## config.mk

```make
export PLATFORM = sky130hd
export DESIGN_NAME = uart_tx_arbiter
export DESIGN_NICKNAME = d
export VERILOG_FILES = /design/src/rtl/uart_arb_pkg.sv /design/src/rtl/rr_arbiter.sv /design/src/rtl/uart_tx_arbiter.sv
export SDC_FILE = /design/constraint.sdc
export NUM_CORES = 1
export LEC_CHECK = 0
export ABC_AREA = 1
export BUFFER_PORTS_ARGS = -buffer_cell sky130_fd_sc_hd__buf_2
export CAP_MARGIN = 20
export CORE_MARGIN = 10
export CORE_UTILIZATION = 40
export DETAILED_ROUTE_END_ITERATION = 8
export GPL_ROUTABILITY_DRIVEN = 0
export PLACE_DENSITY = 0.78
export SLEW_MARGIN = 5
export SYNTH_ARGS = -nofsm -noshare
export SYNTH_HDL_FRONTEND = slang
export SYNTH_SLANG_ARGS = --single-unit
export TNS_END_PERCENT = 50
```

## constraint.sdc

```tcl
create_clock -name clk -period 3.8 [get_ports clk]
set_input_delay 0.38 -clock clk [delete_from_list [all_inputs] [get_ports clk]]
set_output_delay 0.38 -clock clk [all_outputs]
set_load 0.01 [all_outputs]
```

## src/rtl/uart_arb_pkg.sv

```systemverilog
// Shared types and helpers for the uart_tx byte-port arbiter.
// The round-robin pick is written once here so the arbiter sub-module
// (and any other block that needs the same policy) agree bit-for-bit.
package uart_arb_pkg;

    // Arbiter owner phases: no owner, emitting the source-ID header, passing bytes through.
    typedef enum logic [1:0] {
        IDLE = 2'd0,
        HDR  = 2'd1,
        DATA = 2'd2
    } arb_state_t;

    // Widest requester vector the helper understands, and the index width it needs.
    localparam int MAX_REQ = 8;
    localparam int MAX_IW  = 3;

    typedef struct packed {
        logic [MAX_IW-1:0] idx;
        logic              found;
    } rr_pick_t;

    // First set bit of valid[n-1:0], scanning ptr, ptr+1, ... modulo n.
    // Scanning upward and keeping only the first hit gives the nearest
    // requester at or after the pointer.
    function automatic rr_pick_t rr_pick(
        input logic [MAX_REQ-1:0] valid,
        input int unsigned        ptr,
        input int unsigned        n
    );
        rr_pick_t    r;
        int unsigned j;
        r.idx   = '0;
        r.found = 1'b0;
        for (int unsigned k = 0; k < MAX_REQ; k++) begin
            if (k < n) begin
                j = (ptr + k) % n;
                if (!r.found && valid[MAX_IW'(j)]) begin
                    r.found = 1'b1;
                    r.idx   = MAX_IW'(j);
                end
            end
        end
        return r;
    endfunction

endpackage

```

## src/rtl/rr_arbiter.sv

```systemverilog
// Combinational round-robin pick: given a request vector and a priority
// pointer, returns the nearest requester at or after the pointer.
module rr_arbiter
    import uart_arb_pkg::*;
#(
    parameter int N = 4,
    localparam int IW = $clog2(N)
) (
    input  logic [N-1:0]  valid,
    input  logic [IW-1:0] ptr,
    output logic [IW-1:0] idx,
    output logic          found
);

    rr_pick_t pick;

    // Evaluate the shared pick function on the zero-extended request vector.
    always_comb begin
        pick = rr_pick(MAX_REQ'(valid), 32'(ptr), N);
    end

    assign idx   = IW'(pick.idx);
    assign found = pick.found;

endmodule

```

## src/rtl/uart_tx_arbiter.sv

```systemverilog
// Shares one uart_tx byte port among N_REQ packet sources.
// Round-robin grant; the owner keeps the port until its last byte is taken
// or until it goes quiet for TIMEOUT cycles. Each packet may be preceded by
// a one-byte header HDR_BASE + source id.
module uart_tx_arbiter
    import uart_arb_pkg::*;
#(
    parameter int         N_REQ     = 4,
    parameter int         HEADER_EN = 1,
    parameter logic [7:0] HDR_BASE  = 8'hA0,
    parameter int         TIMEOUT   = 255,
    localparam int        IW        = $clog2(N_REQ),
    localparam int        CW        = $clog2(TIMEOUT + 1)
) (
    input  logic               clk,
    input  logic               rst,
    input  logic [N_REQ*8-1:0] req_data,
    input  logic [N_REQ-1:0]   req_valid,
    input  logic [N_REQ-1:0]   req_last,
    output logic [N_REQ-1:0]   req_ready,
    output logic [7:0]         out_data,
    output logic               out_valid,
    input  logic               out_ready,
    output logic [IW-1:0]      grant_id,
    output logic               busy,
    output logic               timeout_evt
);

    arb_state_t    state_q, state_d;
    logic [IW-1:0] grant_q, grant_d;
    logic [IW-1:0] rr_ptr_q, rr_ptr_d;
    logic [CW-1:0] idle_cnt_q, idle_cnt_d;
    logic [7:0]    hdr_q, hdr_d;
    logic          timeout_evt_q, timeout_evt_d;

    logic [7:0]    req_bytes [N_REQ];
    logic [IW-1:0] pick_idx;
    logic          pick_found;
    logic [IW-1:0] next_ptr;
    logic          own_valid;
    logic          own_last;
    logic [7:0]    own_data;
    logic          own_xfer;

    // Per-requester byte lanes and ready strobes; only the owner in DATA sees out_ready.
    generate
        for (genvar gi = 0; gi < N_REQ; gi++) begin : g_lane
            assign req_bytes[gi] = req_data[8*gi +: 8];
            assign req_ready[gi] = (state_q == DATA) && (grant_q == IW'(gi)) && out_ready;
        end
    endgenerate

    rr_arbiter #(
        .N (N_REQ)
    ) u_rr (
        .valid (req_valid),
        .ptr   (rr_ptr_q),
        .idx   (pick_idx),
        .found (pick_found)
    );

    assign own_valid = req_valid[grant_q];
    assign own_last  = req_last[grant_q];
    assign own_data  = req_bytes[grant_q];
    assign own_xfer  = (state_q == DATA) && own_valid && out_ready;

    // Priority moves to the requester after the one just released, wrapping at N_REQ.
    assign next_ptr = (grant_q == IW'(N_REQ - 1)) ? '0 : grant_q + 1'b1;

    assign busy        = (state_q != IDLE);
    assign grant_id    = grant_q;
    assign timeout_evt = timeout_evt_q;

    // Output mux: registered header byte in HDR, straight pass-through of the owner in DATA.
    always_comb begin
        out_valid = 1'b0;
        out_data  = 8'h00;
        case (state_q)
            HDR: begin
                out_valid = 1'b1;
                out_data  = hdr_q;
            end
            DATA: begin
                out_valid = own_valid;
                out_data  = own_data;
            end
            default: begin
            end
        endcase
    end

    // Next-state logic: arbitration, header hand-off, end-of-packet and quiet-owner revocation.
    always_comb begin
        state_d       = state_q;
        grant_d       = grant_q;
        rr_ptr_d      = rr_ptr_q;
        idle_cnt_d    = idle_cnt_q;
        hdr_d         = hdr_q;
        timeout_evt_d = 1'b0;
        case (state_q)
            IDLE: begin
                idle_cnt_d = '0;
                if (pick_found) begin
                    grant_d = pick_idx;
                    hdr_d   = HDR_BASE + 8'(pick_idx);
                    state_d = (HEADER_EN != 0) ? HDR : DATA;
                end
            end
            HDR: begin
                if (out_ready) begin
                    state_d = DATA;
                end
            end
            DATA: begin
                if (own_xfer) begin
                    idle_cnt_d = '0;
                    if (own_last) begin
                        state_d  = IDLE;
                        rr_ptr_d = next_ptr;
                    end
                end else if (!own_valid) begin
                    // The TIMEOUT-th consecutive quiet cycle releases the port; nothing
                    // is pending, so no byte is lost. The counter never passes TIMEOUT-1.
                    if (idle_cnt_q >= CW'(TIMEOUT - 1)) begin
                        state_d       = IDLE;
                        rr_ptr_d      = next_ptr;
                        idle_cnt_d    = '0;
                        timeout_evt_d = 1'b1;
                    end else begin
                        idle_cnt_d = idle_cnt_q + 1'b1;
                    end
                end
                // Owner valid but downstream stalled: back-pressure, counter holds.
            end
            default: begin
                state_d = IDLE;
            end
        endcase
    end

    // FSM and bookkeeping registers; reset clears everything at once.
    always_ff @(posedge clk or posedge rst) begin
        if (rst) begin
            state_q       <= IDLE;
            grant_q       <= '0;
            rr_ptr_q      <= '0;
            idle_cnt_q    <= '0;
            hdr_q         <= 8'h00;
            timeout_evt_q <= 1'b0;
        end else begin
            state_q       <= state_d;
            grant_q       <= grant_d;
            rr_ptr_q      <= rr_ptr_d;
            idle_cnt_q    <= idle_cnt_d;
            hdr_q         <= hdr_d;
            timeout_evt_q <= timeout_evt_d;
        end
    end

endmodule

```

Word-level counts from Yosys, hierarchy flattened
Cells that the tools add are included.
- output and inout port bits: 17
- logic and storage cells: 98
- memories kept: 0
- input bits: 43
- register bits: 23
- RAM bits: 0
- bits in latches: 0
- memory bits (read-only): 0
- reductions and logical operators: 25
- multiply operators: 0
- mux-type cells: 41
- divide/modulo/power cells: 0
- magnitude comparators: 7
- bitwise gates (word level): 1
- add/subtract/negate cells: 6
- shift-type cells: 0
- equality and inequality tests: 12
- operator list (kind ; count):
    2-to-1 mux 8 bit ; 5
    one-hot mux 8 bit (2 select lines) ; 2
    2-to-1 mux 2 bit ; 11
    binary-select mux 8 bit (select 2 bit) ; 1
    less-than comparator 2 x 4 -> 1 bit, second input constant ; 4
    logical AND 1 bit ; 13
    binary-select mux 1 bit (select 2 bit) ; 6
    2-to-1 mux 3 bit ; 4
    2-to-1 mux 1 bit ; 10
    adder 8 x 1 -> 8 bit, second input constant ; 1
    adder 8 x 2 -> 8 bit, first input constant ; 1
    >= comparator 8 bit, second input constant ; 1
    == test 2 bit, second input constant ; 3
    != test 3 bit, second input constant ; 2
    one-hot mux 2 bit (3 select lines) ; 1
    nonzero test 2 bit ; 3
    AND reduction 5 bit ; 1
    adder 2 x 1 -> 2 bit, second input constant ; 2
    adder 2 bit, second input constant ; 2
    == test 2 x 1 -> 1 bit, second input constant ; 2
    logical NOT 2 bit ; 2
    != test 2 x 1 -> 1 bit, second input constant ; 2
    != test 2 bit, second input constant ; 2
    AND reduction 2 bit ; 2
    7 further kinds ; 9

Depth between registers and ports, before layout
- word-level depth: 14
- gate-level depth with buffers: 12
- depth with buffers taken out: 11

Modules after synthesis
A second synthesis with hierarchy kept.
- cells, all modules: 287
- area, all modules: 1860.5 um^2
- modules (own cells, without submodules) (module ; area an instance (um^2) ; cells an instance ; times used):
    uart_tx_arbiter ; 1566.5 ; 228 ; 1
    rr_arbiter ; 294.0 ; 59 ; 1

Worst setup path before layout
OpenSTA, ideal clock, no wires.
- path kind: reg-to-output
- from: register state_q[0]
- to: output out_data[2]
- stages on the path, launching flop included: 6
- slack: 2021 ps
- required time: 3420 ps
- arrival: 1399 ps
- cell sequence: dfrtp_1 inv_1 ha_1 clkbuf_1 nand2_1 a21oi_1
- word-level cells in the longest chain between the ends: 2
- RTL lines (element ; RTL line ; text):
    start, declared ; uart_tx_arbiter.sv:29 ; arb_state_t state_q, state_d;
    start signal, assigned ; uart_tx_arbiter.sv:151 ; state_q <= state_d;
    == test 2 bit or == test 2 x 1 -> 1 bit (tied branches) ; uart_tx_arbiter.sv:78 ; case (state_q)
    one-hot mux 8 bit (2 select lines) (*) ; uart_tx_arbiter.sv:78 ;
    end, declared ; uart_tx_arbiter.sv:21 ; output logic [7:0] out_data,
Every way passes the cells marked *; elsewhere a longest branch is shown, timed or not.

Worst setup path in the final report
- from: register grant_q[0], in the netlist grant_id[0]
- to: output out_valid
- word-level cells in the longest chain between the ends: 3
- RTL lines (element ; RTL line ; text):
    start, declared ; uart_tx_arbiter.sv:30 ; logic [IW-1:0] grant_q, grant_d;
    start signal, assigned ; uart_tx_arbiter.sv:152 ; grant_q <= grant_d;
    binary-select mux 1 bit (select 2 bit) ; uart_tx_arbiter.sv:62 ; assign own_valid = req_valid[grant_q];
    2-to-1 mux 1 bit (implied by the code) ; uart_tx_arbiter.sv:62 ;
    one-hot mux 1 bit (2 select lines) ; uart_tx_arbiter.sv:78 ;
    end, declared ; uart_tx_arbiter.sv:22 ; output logic out_valid,
Every way passes these cells. The select of a mux whose other input is x is not followed.

==> impl_results.md <==
- Status: complete, no violations
- Setup TNS: 0 ns
- Detailed-route DRC error count: 0
- Initial antenna violation count: 0
- Maximum clock rate: 381 MHz
- Critical path data arrival time: 2.24 ns
- Async S/R FF share, synth: 1.00
- M1 GR Usage: 0.141
- Dpl hpwl: 3.75 mm
- Max-slew violation count: 0
- Hold Crit Class: input port to asynchronous set/reset pin
- Worst Tran Pin Value: 0.821 ns
- Critical Path RT: 3.42 ns
- P per Cell Area: 585 nW/um2
- Final Hold Viols: 0
- DP Worst Slack: 1.49 ns
- Area growth syn-to-layout: 20.1%
- Gr busiest metal: met2
- CTS tree: yes
- Layout cells sized above 1: 0.253
- CP endpoint kind: output port
- Post-synthesis register bit count: 16
- EDFF count, synth: 0
- VDD IR max: 0.338 mV
- Number of global-route vias before repair: 1823
- DR WL/cell: 12.0 um
- GRT Total Usage: 0.122
- CTS H-Tree Depth: 1
- First-pass GRT wire length: 7.78 mm
- Routed Antenna Nets: 0
- Max-slew headroom: 0.453
- Nets: 395
- R2R depth: 9
- Skew final: 0.00165 ns
- DR vias: 1914
- Prevailing post-synth register cell: dfrtp_1
- Min setup slack post-route: 1.18 ns
- Clock Sinks: 16
- GR Overflow Total: 0
- Post_cts resized: 0
- Final setup vio count: 0
- Syn Std Cell Area: 1730 um2
- YS warnings: 0
- Yosys cell types: 25
- Row cnt: 23
- Clk_lat worst skew: 0.25 ns
- Drt first pass iters: 4
- Post-synthesis sequential area ratio: 0.231
- Largest net degree at the start of global routing: 28
- GR Util met2: 0.221
- Initial core utilization: 0.424
- Max-Cap Viols: 0
- CP Launch Type: flip-flop
- Hold buffers post-CTS: 0
- Clock buffer depth: 2
- LEAKAGE: 1.18 nW
- Setup bufs post-CTS: 0
- Crit path time final: 2.62 ns
- Die W: 85.8 um
- Initial DRC count: 96
- Worst R2R Setup Slack: 1.53 ns
- Critical Path Fanout Max: 27
- WL final: 4.68 mm
- GRT met3 Usage: 0.0255
- CTS buffer count: 3
- Root Buffer: clkbuf_8
- Fin crit share: 0.690
- Syn_area_per_cell: 6.02 um2
- Clock-pin slew on the worst setup and hold paths: 0.07 ns
- RSZ-0062 raised after global routing: false
- Pwr Total: 1.22 mW
- Gate Count Post-Synth: 288
- Num ports: 60
- Die ar.: 7370 um2
- Vias per inst: 4.91
- Antenna cells: 0
- Syn nets: 342
- Port Buf Inserts: 59
- Die Ht: 85.8 um
- Area of the core: 4090 um2
- Critical path class: flip-flop to output port
==> path summary, 6_finish.rpt <==
check,from,to
worst max-delay path,grant_id[0],out_valid
worst min-delay path,rst,idle_cnt_q[6]
worst max register to register,grant_id[0],state_q[1]
worst min register to register,hdr_q[5],hdr_q[5]
max in group asynchronous,rst,idle_cnt_q[0]
min in group clk,hdr_q[5],hdr_q[5]
==> per-stage QoR <==
stage | instances | utilization | hold slack (ns) | instance area, um2
finish | 390 | 0.509 | 0.181 | 2080
global route | 390 | 0.509 | 0.244 | 2080
CTS | 390 | 0.509 | 0.212 | 2080
detailed placement | 386 | 0.496 | 0.454 | 2030
global placement | 386 | 0.496 | 0.454 | 2030
floorplan | 288 | - | 0.294 | 1730
==> report_power, final <==
group	switching, mW	internal, mW	leakage [nW]	total, mW
Sequential	0.0888	0.204	0.212	0.292
Clock	0.0621	0.0920	0.0288	0.154
Combinational	0.499	0.272	0.936	0.771
==> per-layer routing <==
metal,wire length (um),share of wire
met1,2110,0.45
met3,261,0.056
met4,48,0.010
met2,2260,0.48
met5,0,0
==> layout by cell type (no fill, tap or decap), types with 2 or more instances in the layout <==
master and count:
ha_1 11, nand2_1 78, dfrtp_1 16, o21ai_1 7, inv_1 30, buf_2 59
a21oi_1 9, nand3_1 31, inv_2 4, nand4_1 7, o22ai_1 4, clkbuf_8 4
nor2_1 41, nand3b_1 2, nand3_2 4, o21ai_0 15, nand2_2 12
==> Yosys cell counts (all sizes together) (2+ instances only) <==
| cell | count | area share |
|---|---|---|
| ha | 11 | 0.079 |
| nand3b | 2 | 0.0087 |
| nand3 | 35 | 0.11 |
| o21ai | 23 | 0.069 |
| nand4 | 7 | 0.025 |
| inv | 35 | 0.079 |
| o22ai | 4 | 0.014 |
| nand2 | 90 | 0.21 |
| dfrtp | 16 | 0.23 |
| nor2 | 42 | 0.095 |
| a21oi | 9 | 0.026 |
| clkbuf | 2 | 0.0043 |
| buf | 9 | 0.032 |
==> state kept, by name, summed over array words and instances (netlist names) <==
name / flops
rr_ptr_q: 2
hdr_q: 2
grant_id: 1
state_q: 2
timeout_evt: 1
idle_cnt_q: 8
==> area by class of cell <==
class | instances | area [um2]
Clock buffer | 4 | 55.1
Fill cell | 415 | 2000
Inverter | 35 | 136
Multi-Input combinational cell | 226 | 1130
Sequential cell | 16 | 400
Tap cell | 50 | 62.6
Timing Repair Buffer | 59 | 295
==> cells by family after synthesis <==
kind of cell | Yosys count | share of synthesized area
AND/OR/NAND/NOR | 178 | 0.461
buffers and inverters | 46 | 0.116
AO/OA/AOI/OAI | 37 | 0.113
flip-flops | 16 | 0.231
adder cells (fa/ha/maj) | 11 | 0.0794
==> worst max-delay path, cell delays in order, from the launching register on <==
cell and delay [ns]:
dfrtp_1 0.88, inv_2 0.32, nand2_1 0.13, nand3_1 0.11, nand2_1 0.15, nand2_1 0.08
a21oi_1 0.16, buf_2 0.15
Power figures use the tool's default switching activity.
